## src/rtl/sonar_mmio_array.sv

```systemverilog
`default_nettype none
// ============================================================================
// Module   : sonar_mmio_array
// Brief    : Memory-mapped multi-channel ultrasonic ranging peripheral with
//            per-channel trigger/echo FSMs, timeout and result registers.
// Revision : 1.0 - initial release
// ============================================================================
module sonar_mmio_array #(
    parameter int                NUM_CH         = 4,
    parameter int                ADDR_W         = 12,
    parameter logic [ADDR_W-1:0] BASE_ADDR      = 12'hF00,
    parameter int                CNT_W          = 24,
    parameter int                TRIG_CYCLES    = 500,
    parameter int                TIMEOUT_CYCLES = 1900000
) (
    input  logic              clock,
    input  logic              reset,
    input  logic [ADDR_W-1:0] addr,
    input  logic [31:0]       wdata,
    input  logic              we,
    output logic              hit,
    output logic [31:0]       rdata,
    output logic [NUM_CH-1:0] trig,
    input  logic [NUM_CH-1:0] echo,
    output logic              irq
);

    localparam int                IDX_W     = (NUM_CH > 1) ? $clog2(NUM_CH) : 1;
    localparam logic [ADDR_W:0]   LO_ADDR   = {1'b0, BASE_ADDR};
    localparam logic [ADDR_W:0]   HI_ADDR   = LO_ADDR + (ADDR_W+1)'(2 * NUM_CH);
    localparam logic [CNT_W-1:0]  TRIG_LAST = CNT_W'(TRIG_CYCLES - 1);
    localparam logic [CNT_W-1:0]  TOUT_LAST = CNT_W'(TIMEOUT_CYCLES - 1);
    localparam logic [CNT_W-1:0]  CNT_MAX   = '1;
    localparam logic [CNT_W-1:0]  CNT_ONE   = CNT_W'(1);

    typedef enum logic [2:0] {
        S_IDLE = 3'd0,
        S_TRIG = 3'd1,
        S_WAIT = 3'd2,
        S_MEAS = 3'd3,
        S_DONE = 3'd4,
        S_TOUT = 3'd5
    } state_t;

    // Block base is aligned, so only the low address bits form the offset.
    logic [IDX_W:0]   offset;
    logic [IDX_W-1:0] ch_sel;
    logic             sel_result;
    logic             unused_wdata;

    assign hit          = ({1'b0, addr} >= LO_ADDR) && ({1'b0, addr} < HI_ADDR);
    assign offset       = addr[IDX_W:0] - BASE_ADDR[IDX_W:0];
    assign ch_sel       = offset[IDX_W:1];
    assign sel_result   = offset[0];
    assign unused_wdata = ^wdata[31:3];

    logic [NUM_CH-1:0] echo_meta_q;
    logic [NUM_CH-1:0] echo_s_q;
    logic [NUM_CH-1:0] irq_src;
    logic [4:0]        status_w [NUM_CH];
    logic [CNT_W-1:0]  result_w [NUM_CH];
    logic [31:0]       rdata_d;

    for (genvar i = 0; i < NUM_CH; i++) begin : g_ch
        state_t           state_q, state_d;
        logic [CNT_W-1:0] timer_q, timer_d;
        logic [CNT_W-1:0] result_q, result_d;
        logic             ie_q, ie_d;
        logic             wr_ctrl;
        logic             busy, done, tout;

        assign wr_ctrl = we && hit && !sel_result && (ch_sel == IDX_W'(i));
        assign busy    = (state_q == S_TRIG) || (state_q == S_WAIT) || (state_q == S_MEAS);
        assign done    = (state_q == S_DONE);
        assign tout    = (state_q == S_TOUT);

        always_ff @(posedge clock or posedge reset) begin
            if (reset) begin
                state_q  <= S_IDLE;
                timer_q  <= '0;
                result_q <= '0;
                ie_q     <= 1'b0;
            end else begin
                state_q  <= state_d;
                timer_q  <= timer_d;
                result_q <= result_d;
                ie_q     <= ie_d;
            end
        end

        always_comb begin
            state_d  = state_q;
            timer_d  = timer_q;
            result_d = result_q;
            ie_d     = ie_q;
            case (state_q)
                S_TRIG: begin
                    if (timer_q == TRIG_LAST) begin
                        state_d = S_WAIT;
                        timer_d = '0;
                    end else begin
                        timer_d = timer_q + CNT_ONE;
                    end
                end
                S_WAIT: begin
                    timer_d = timer_q + CNT_ONE;
                    if (timer_q == TOUT_LAST) begin
                        state_d = S_TOUT;
                    end else if (echo_s_q[i]) begin
                        state_d  = S_MEAS;
                        result_d = CNT_ONE;
                    end
                end
                S_MEAS: begin
                    timer_d = timer_q + CNT_ONE;
                    if (!echo_s_q[i]) begin
                        state_d = S_DONE;
                    end else begin
                        if (result_q != CNT_MAX) begin
                            result_d = result_q + CNT_ONE;
                        end
                        if (timer_q == TOUT_LAST) begin
                            state_d = S_TOUT;
                        end
                    end
                end
                default: ;
            endcase
            // Abort beats start; a start is only honoured when not busy.
            if (wr_ctrl) begin
                ie_d = wdata[2];
                if (wdata[1]) begin
                    state_d  = S_IDLE;
                    result_d = result_q;
                end else if (wdata[0] && !busy) begin
                    state_d  = S_TRIG;
                    timer_d  = '0;
                    result_d = '0;
                end
            end
        end

        assign trig[i]     = (state_q == S_TRIG);
        assign irq_src[i]  = ie_q && (done || tout);
        assign status_w[i] = {ie_q, tout, done, busy, trig[i]};
        assign result_w[i] = result_q;
    end

    always_comb begin
        rdata_d = '0;
        if (hit) begin
            for (int k = 0; k < NUM_CH; k++) begin
                if (ch_sel == IDX_W'(k)) begin
                    rdata_d = sel_result ? 32'(result_w[k]) : {27'b0, status_w[k]};
                end
            end
        end
    end

    always_ff @(posedge clock or posedge reset) begin
        if (reset) begin
            echo_meta_q <= '0;
            echo_s_q    <= '0;
            rdata       <= '0;
            irq         <= 1'b0;
        end else begin
            echo_meta_q <= echo;
            echo_s_q    <= echo_meta_q;
            rdata       <= rdata_d;
            irq         <= |irq_src;
        end
    end

endmodule
`default_nettype wire

```

## config.mk

```make
export PLATFORM = sky130hd
export DESIGN_NAME = sonar_mmio_array
export DESIGN_NICKNAME = d
export VERILOG_FILES = /design/src/rtl/sonar_mmio_array.sv
export SDC_FILE = /design/constraint.sdc
export NUM_CORES = 1
export LEC_CHECK = 0
export ABC_AREA = 1
export ABC_CLOCK_PERIOD_IN_PS = 25200
export CAP_MARGIN = 25
export CORE_UTILIZATION = 45
export DETAILED_ROUTE_END_ITERATION = 6
export HOLD_SLACK_MARGIN = 0.02
export PLACE_DENSITY = 0.7
export SLEW_MARGIN = 20
export SYNTH_ARGS = -nofsm -noshare
export SYNTH_HDL_FRONTEND = slang
export SYNTH_SLANG_ARGS = --single-unit
```

## constraint.sdc

```tcl
create_clock -name clock -period 25.2 [get_ports clock]
set_clock_uncertainty 0.1 [all_clocks]
set_input_delay 7.56 -clock clock [delete_from_list [all_inputs] [get_ports clock]]
set_output_delay 7.56 -clock clock [all_outputs]
set_load 0.005 [all_outputs]
```

Word-level counts from Yosys, hierarchy flattened
Index checks and enable logic that the tools add are counted.
{ "classes": {"add_sub_neg": 8, "magnitude_cmp": 2, "n_eq_ne": 39, "n_mux": 97, "reduce_logical": 38} }
{ "op_table": {"columns": ["cell", "count"], "rows": [
  ["24-bit two-way mux", 49],
  ["24-bit case mux with 2 select lines", 8],
  ["24-bit by 1-bit adder with 24-bit output (second input constant)", 8],
  ["32-bit two-way mux", 4],
  ["24-bit by 21-bit == test with 1-bit output (second input constant)", 4],
  ["24-bit by 9-bit == test with 1-bit output (second input constant)", 4],
  ["3-bit two-way mux", 32],
  ["24-bit != test (second input constant)", 4],
  ["3-bit case mux with 3 select lines", 4],
  ["3-bit by 2-bit == test with 1-bit output (second input constant)", 8],
  ["3-bit == test (second input constant)", 8],
  ["1-bit logical AND", 15],
  ["3-bit by 1-bit == test with 1-bit output (second input constant)", 4],
  ["12-bit greater-or-equal comparator (second input constant)", 1],
  ["1-bit logical OR", 12],
  ["12-bit < comparator (second input constant)", 1],
  ["2-bit != test (second input constant)", 4],
  ["2-bit OR reduction", 4],
  ["1-bit zero test", 5],
  ["2-bit == test (second input constant)", 2],
  ["4-bit OR reduction", 1],
  ["2-bit by 1-bit == test with 1-bit output (second input constant)", 1],
  ["2-bit zero test", 1]
]} }
{ "totals": {"reg_bits": 249, "in_bits": 51, "output_inout_bits": 38, "word_cells": 204} }

Longest topological paths before layout
{ "depth": {"word_depth": 9, "mapped_depth": 14, "mapped_depth_nobuf": 14} }

Worst setup path after synthesis
Ideal clock, no wire load.
{ "synth_path": {"path_type": "in2out", "start": "input port addr[11]", "end": "output port hit", "arrival_time_ps": 8064, "required_ps": 17540, "path_slack_ps": 9476, "stages": 4, "path_buffers": 0, "cell_sequence": "nand2_1 nor3_2 nand2_2 inv_1"} }
{ "synth_between": {"elab_chain_cells": 2, "elab_cells_between_ends": 3, "classes_between": "order compare: 2; reduce/logical: 1"} }
{ "synth_lines": {"columns": ["item", "line_no", "text"], "rows": [
  ["start, declared", "18", "input logic [ADDR_W-1:0] addr,"],
  ["12-bit greater-or-equal comparator or 12-bit < comparator (tied branches)", "51", "assign hit = ({1'b0, addr} >= LO_ADDR) && ({1'b0, addr} < HI_ADDR);"],
  ["1-bit logical AND (*)", "51", null],
  ["end, declared", "21", "output logic hit,"]
]} }
Mark *: on every way between the ends. The rest lies on a longest branch, timed or not.

Worst setup path after layout
{ "layout_path": {"start": "input port addr[10]", "end": "output port hit"} }
Same word-level chain as after synthesis.

==> flow_metrics.py <==
metrics = {
    "clock_tree": {
        "post_cts_buffers": 0,
        "clockBufferDepth": 3,
        "tritoncts": "done",
        "h-tree-depth": 1,
        "post_cts_resize_count": 0,
        "clkSinkCount": 241,
        "clkTransAtPathRegs_ns": 0.06,
        "root_buffer": "clkbuf_16",
        "cts_buffers": 30,
        "insertion_delay_ns": 0.60,
        "holdBufCountCts": 0,
    },
    "power_and_ir_drop": {
        "p_seq_frac": 0.418,
        "clkPwrFrac": 0.448,
        "p_comb_frac": 0.134,
        "internal-power_uw": 759,
        "power_density_mw_per_mm2": 55.5,
        "p_leak_uw": 0.00932,
        "p_sw_uw": 308,
        "p_sw_frac": 0.289,
        "peakVddDrop_mv": 0.0597,
    },
    "floorplanning": {
        "io_pins": 89,
        "die_h_um": 198,
        "dieArea_mm2": 0.0393,
        "die_width_um": 198,
        "fp-row-count": 71,
        "start_util": 0.459,
        "fp.coreArea_mm2": 0.0378,
    },
    "logic_synthesis": {
        "syn_avg_cell_area_um2": 6.50,
        "ys_warn_count": 0,
        "syn-instance-count": 2668,
        "synthArstFlopShare": 1.00,
        "synth_top_flop_cell": "dfrtp_1",
        "syn-cell-area_mm2": 0.0173,
        "yosysSeqAreaShare": 0.348,
        "synth_edf_count": 0,
        "synth_seq_cells": 241,
        "synth_cell_type_count": 58,
    },
    "final_layout": {
        "syn_to_final_growth_pct": 10.9,
        "fin_util": 0.509,
        "drive_above_1_share": 0.0660,
        "fin_nets": 2734,
    },
    "routing": {
        "first_pass_iters": 6,
        "drt_wl_total_mm": 52.3,
        "viasPerCell": 5.56,
        "drc": 0,
        "antenna_left": 0,
        "via_count": 17854,
        "wl_per_cell_um": 16.3,
        "first_iter_violations": 1651,
    },
    "setup_path": {
        "end_kind": "output pin",
        "r2r_cells": 10,
        "worst-path-max-fanout": 7,
        "arrival_ns": 9.32,
        "critical_path_required_ns": 17.54,
        "startpoint_type": "primary input",
        "worstSetupPathType": "primary input to output pin",
    },
    "placed_design": {
        "post-dp-hpwl_mm": 38.4,
        "dp_slack_ns": 8.22,
        "port_buffers": 51,
        "place_congestion": 0.933,
    },
    "hold_path": {
        "hold_class": "flip-flop to flip-flop",
        "hold_path_depth": 0,
    },
    "sta": {
        "setup_viol": 0,
        "maxSlewHeadroom": 0.302,
        "drv_slew": 0,
        "worst_slew_pin_slew_ns": 1.05,
        "fin_ws_ns": 8.22,
        "setup_tns_ns": 0,
        "hold_viol": 0,
        "timing.fmax_ghz": 0.0589,
        "rsz0062_at_grt": "no",
        "fin_crit_sh": 0.674,
        "min_period_ns": 16.98,
    },
    "global_routing": {
        "antenna_found_initial": 1,
        "grt_pass1_vias": 16451,
        "grt_use_total": 0.270,
        "grt_start_max_net_pins": 110,
        "grt_pass1_wl_mm": 85.8,
        "grt_overflow": 0,
    },
    "status": {
        "status": "complete, no violations",
    },
    "job": {
        "max_cap_violations": 0,
    },
}
[routing by layer]
metal  routed length (um)  up-vias  global-route usage  part of all wire
met5                    0        -                   0                 0
met4                 2230        0               0.114             0.043
met3                 3840      110              0.0353             0.073
met2                22900      690               0.415              0.44
met1                23300     8387               0.381              0.45
li1                     -     8667                   -                 -
[layout by cell type, fill, tap and decap left out, drive strengths merged, types with 2 or more instances in the layout]
cell type and count:
nor3b 3, and2 2, xor2 36, or2 4, o221ai 6, nand4 85, clkdlybuf4s50 50, nor4 8
nand2 938, clkinvlp 3, bufinv 6, a211oi 15, xnor2 5, a21oi 90, ha 8, nand3 266
nand3b 9, conb 8, nor3 70, a31oi 7, clkinv 9, o211ai 23, o22ai 16, clkbuf 38
inv 330, dfrtp 241, a22oi 6, nor2 244, buf 10, a21boi 3, o2111ai 2, a31o 2
o21ai 146
[flip-flops by register name (all words and copies together), names as in the netlist]
name           flops
g_ch.ie_q          4
rdata             24
g_ch.result_q     96
echo_s_q           4
irq                1
g_ch.state_q      12
g_ch.timer_q      96
echo_meta_q        4
[cells in the mapped netlist, types with 4 or more instances]
| cell type | instances | area share |
|---|---|---|
| a211oi_1 | 15 | 0.0065 |
| a21oi_1 | 90 | 0.026 |
| a22oi_1 | 6 | 0.0026 |
| a31oi_1 | 7 | 0.0025 |
| buf_2 | 31 | 0.0089 |
| buf_4 | 22 | 0.0095 |
| buf_6 | 4 | 0.0026 |
| clkbuf_1 | 34 | 0.0074 |
| dfrtp_1 | 241 | 0.35 |
| ha_1 | 8 | 0.0058 |
| inv_1 | 306 | 0.066 |
| inv_2 | 23 | 0.0050 |
| nand2_1 | 923 | 0.20 |
| nand2_2 | 12 | 0.0043 |
| nand3_1 | 259 | 0.075 |
| nand3_2 | 7 | 0.0040 |
| nand3b_1 | 8 | 0.0035 |
| nand4_1 | 85 | 0.031 |
| nor2_1 | 210 | 0.045 |
| nor2_2 | 20 | 0.0072 |
| nor2_4 | 14 | 0.0091 |
| nor3_1 | 51 | 0.015 |
| nor3_2 | 13 | 0.0075 |
| nor3_4 | 6 | 0.0056 |
| nor4_1 | 7 | 0.0025 |
| o211ai_1 | 23 | 0.010 |
| o21ai_0 | 129 | 0.037 |
| o21ai_1 | 15 | 0.0043 |
| o221ai_1 | 6 | 0.0030 |
| o22ai_1 | 16 | 0.0058 |
| or2_2 | 4 | 0.0014 |
| xnor2_1 | 5 | 0.0025 |
| xor2_1 | 36 | 0.018 |
[worst max-delay path, cell delays in order]
cell and delay (ns):
clkdlybuf4s50_1 0.48, nand2_1 0.08, nor3_2 0.20, nand2_2 0.17, inv_1 0.26, clkdlybuf4s50_1 0.57
[per-stage QoR]
step / instances / area [um^2] / hold slack (ns) / power [uW]
2_1_floorplan: 2675 / 17400 / 0.231 / 551
3_3_place_gp: 3151 / 18100 / 0.236 / 586
3_5_place_dp: 3151 / 18100 / 0.235 / 593
4_1_cts: 3207 / 19200 / 0.247 / 1080
5_1_grt: 3211 / 19200 / 0.253 / 1120
6_report: 3211 / 19200 / 0.247 / 1070
[final cells by class]
class / instances / area (um^2)
multi-input combinational: 2012 / 9600
antenna: 1 / 2.50
timing repair buffer: 61 / 608
clock inverter: 19 / 272
fill: 3822 / 18500
tap: 511 / 639
inverter: 329 / 1240
sequential: 241 / 6030
clock buffer: 37 / 837
[cells by family after synthesis]
family	Yosys count	synth area share
AO/OA/AOI/OAI	324	0.107
XOR/XNOR	41	0.0207
adder cells (fa/ha/maj)	8	0.00577
buffers and inverters	422	0.100
flip-flops	241	0.348
multiplexers	1	0.000649
other	1	0.000216
AND/OR/NAND/NOR	1630	0.418
[power by group through the flow]
stage / Combinational (uW) / Sequential, uW / Clock, uW
6_report: 143 / 447 / 478
5_1_grt: 163 / 451 / 502
4_1_cts: 142 / 445 / 488
2_1_floorplan: 108 / 443 / 0
3_5_place_dp: 142 / 452 / 0
3_3_place_gp: 135 / 451 / 0
[worst paths after layout]
| check | from | endpoint | slack (ns) |
|---|---|---|---|
| min | echo_meta_q[0] | echo_s_q[0] | 0.25 |
| min reg2reg | echo_meta_q[0] | echo_s_q[0] | 0.25 |
| max in group asynchronous | reset | g_ch[0].result_q[9] | 15.50 |
| min in group asynchronous | reset | g_ch[1].result_q[8] | 7.40 |
| max | addr[10] | hit | 8.22 |
| max reg2reg | g_ch[2].state_q[1] | g_ch[2].result_q[0] | 22.36 |
Note: power is estimated with default switching activity, not from simulation.
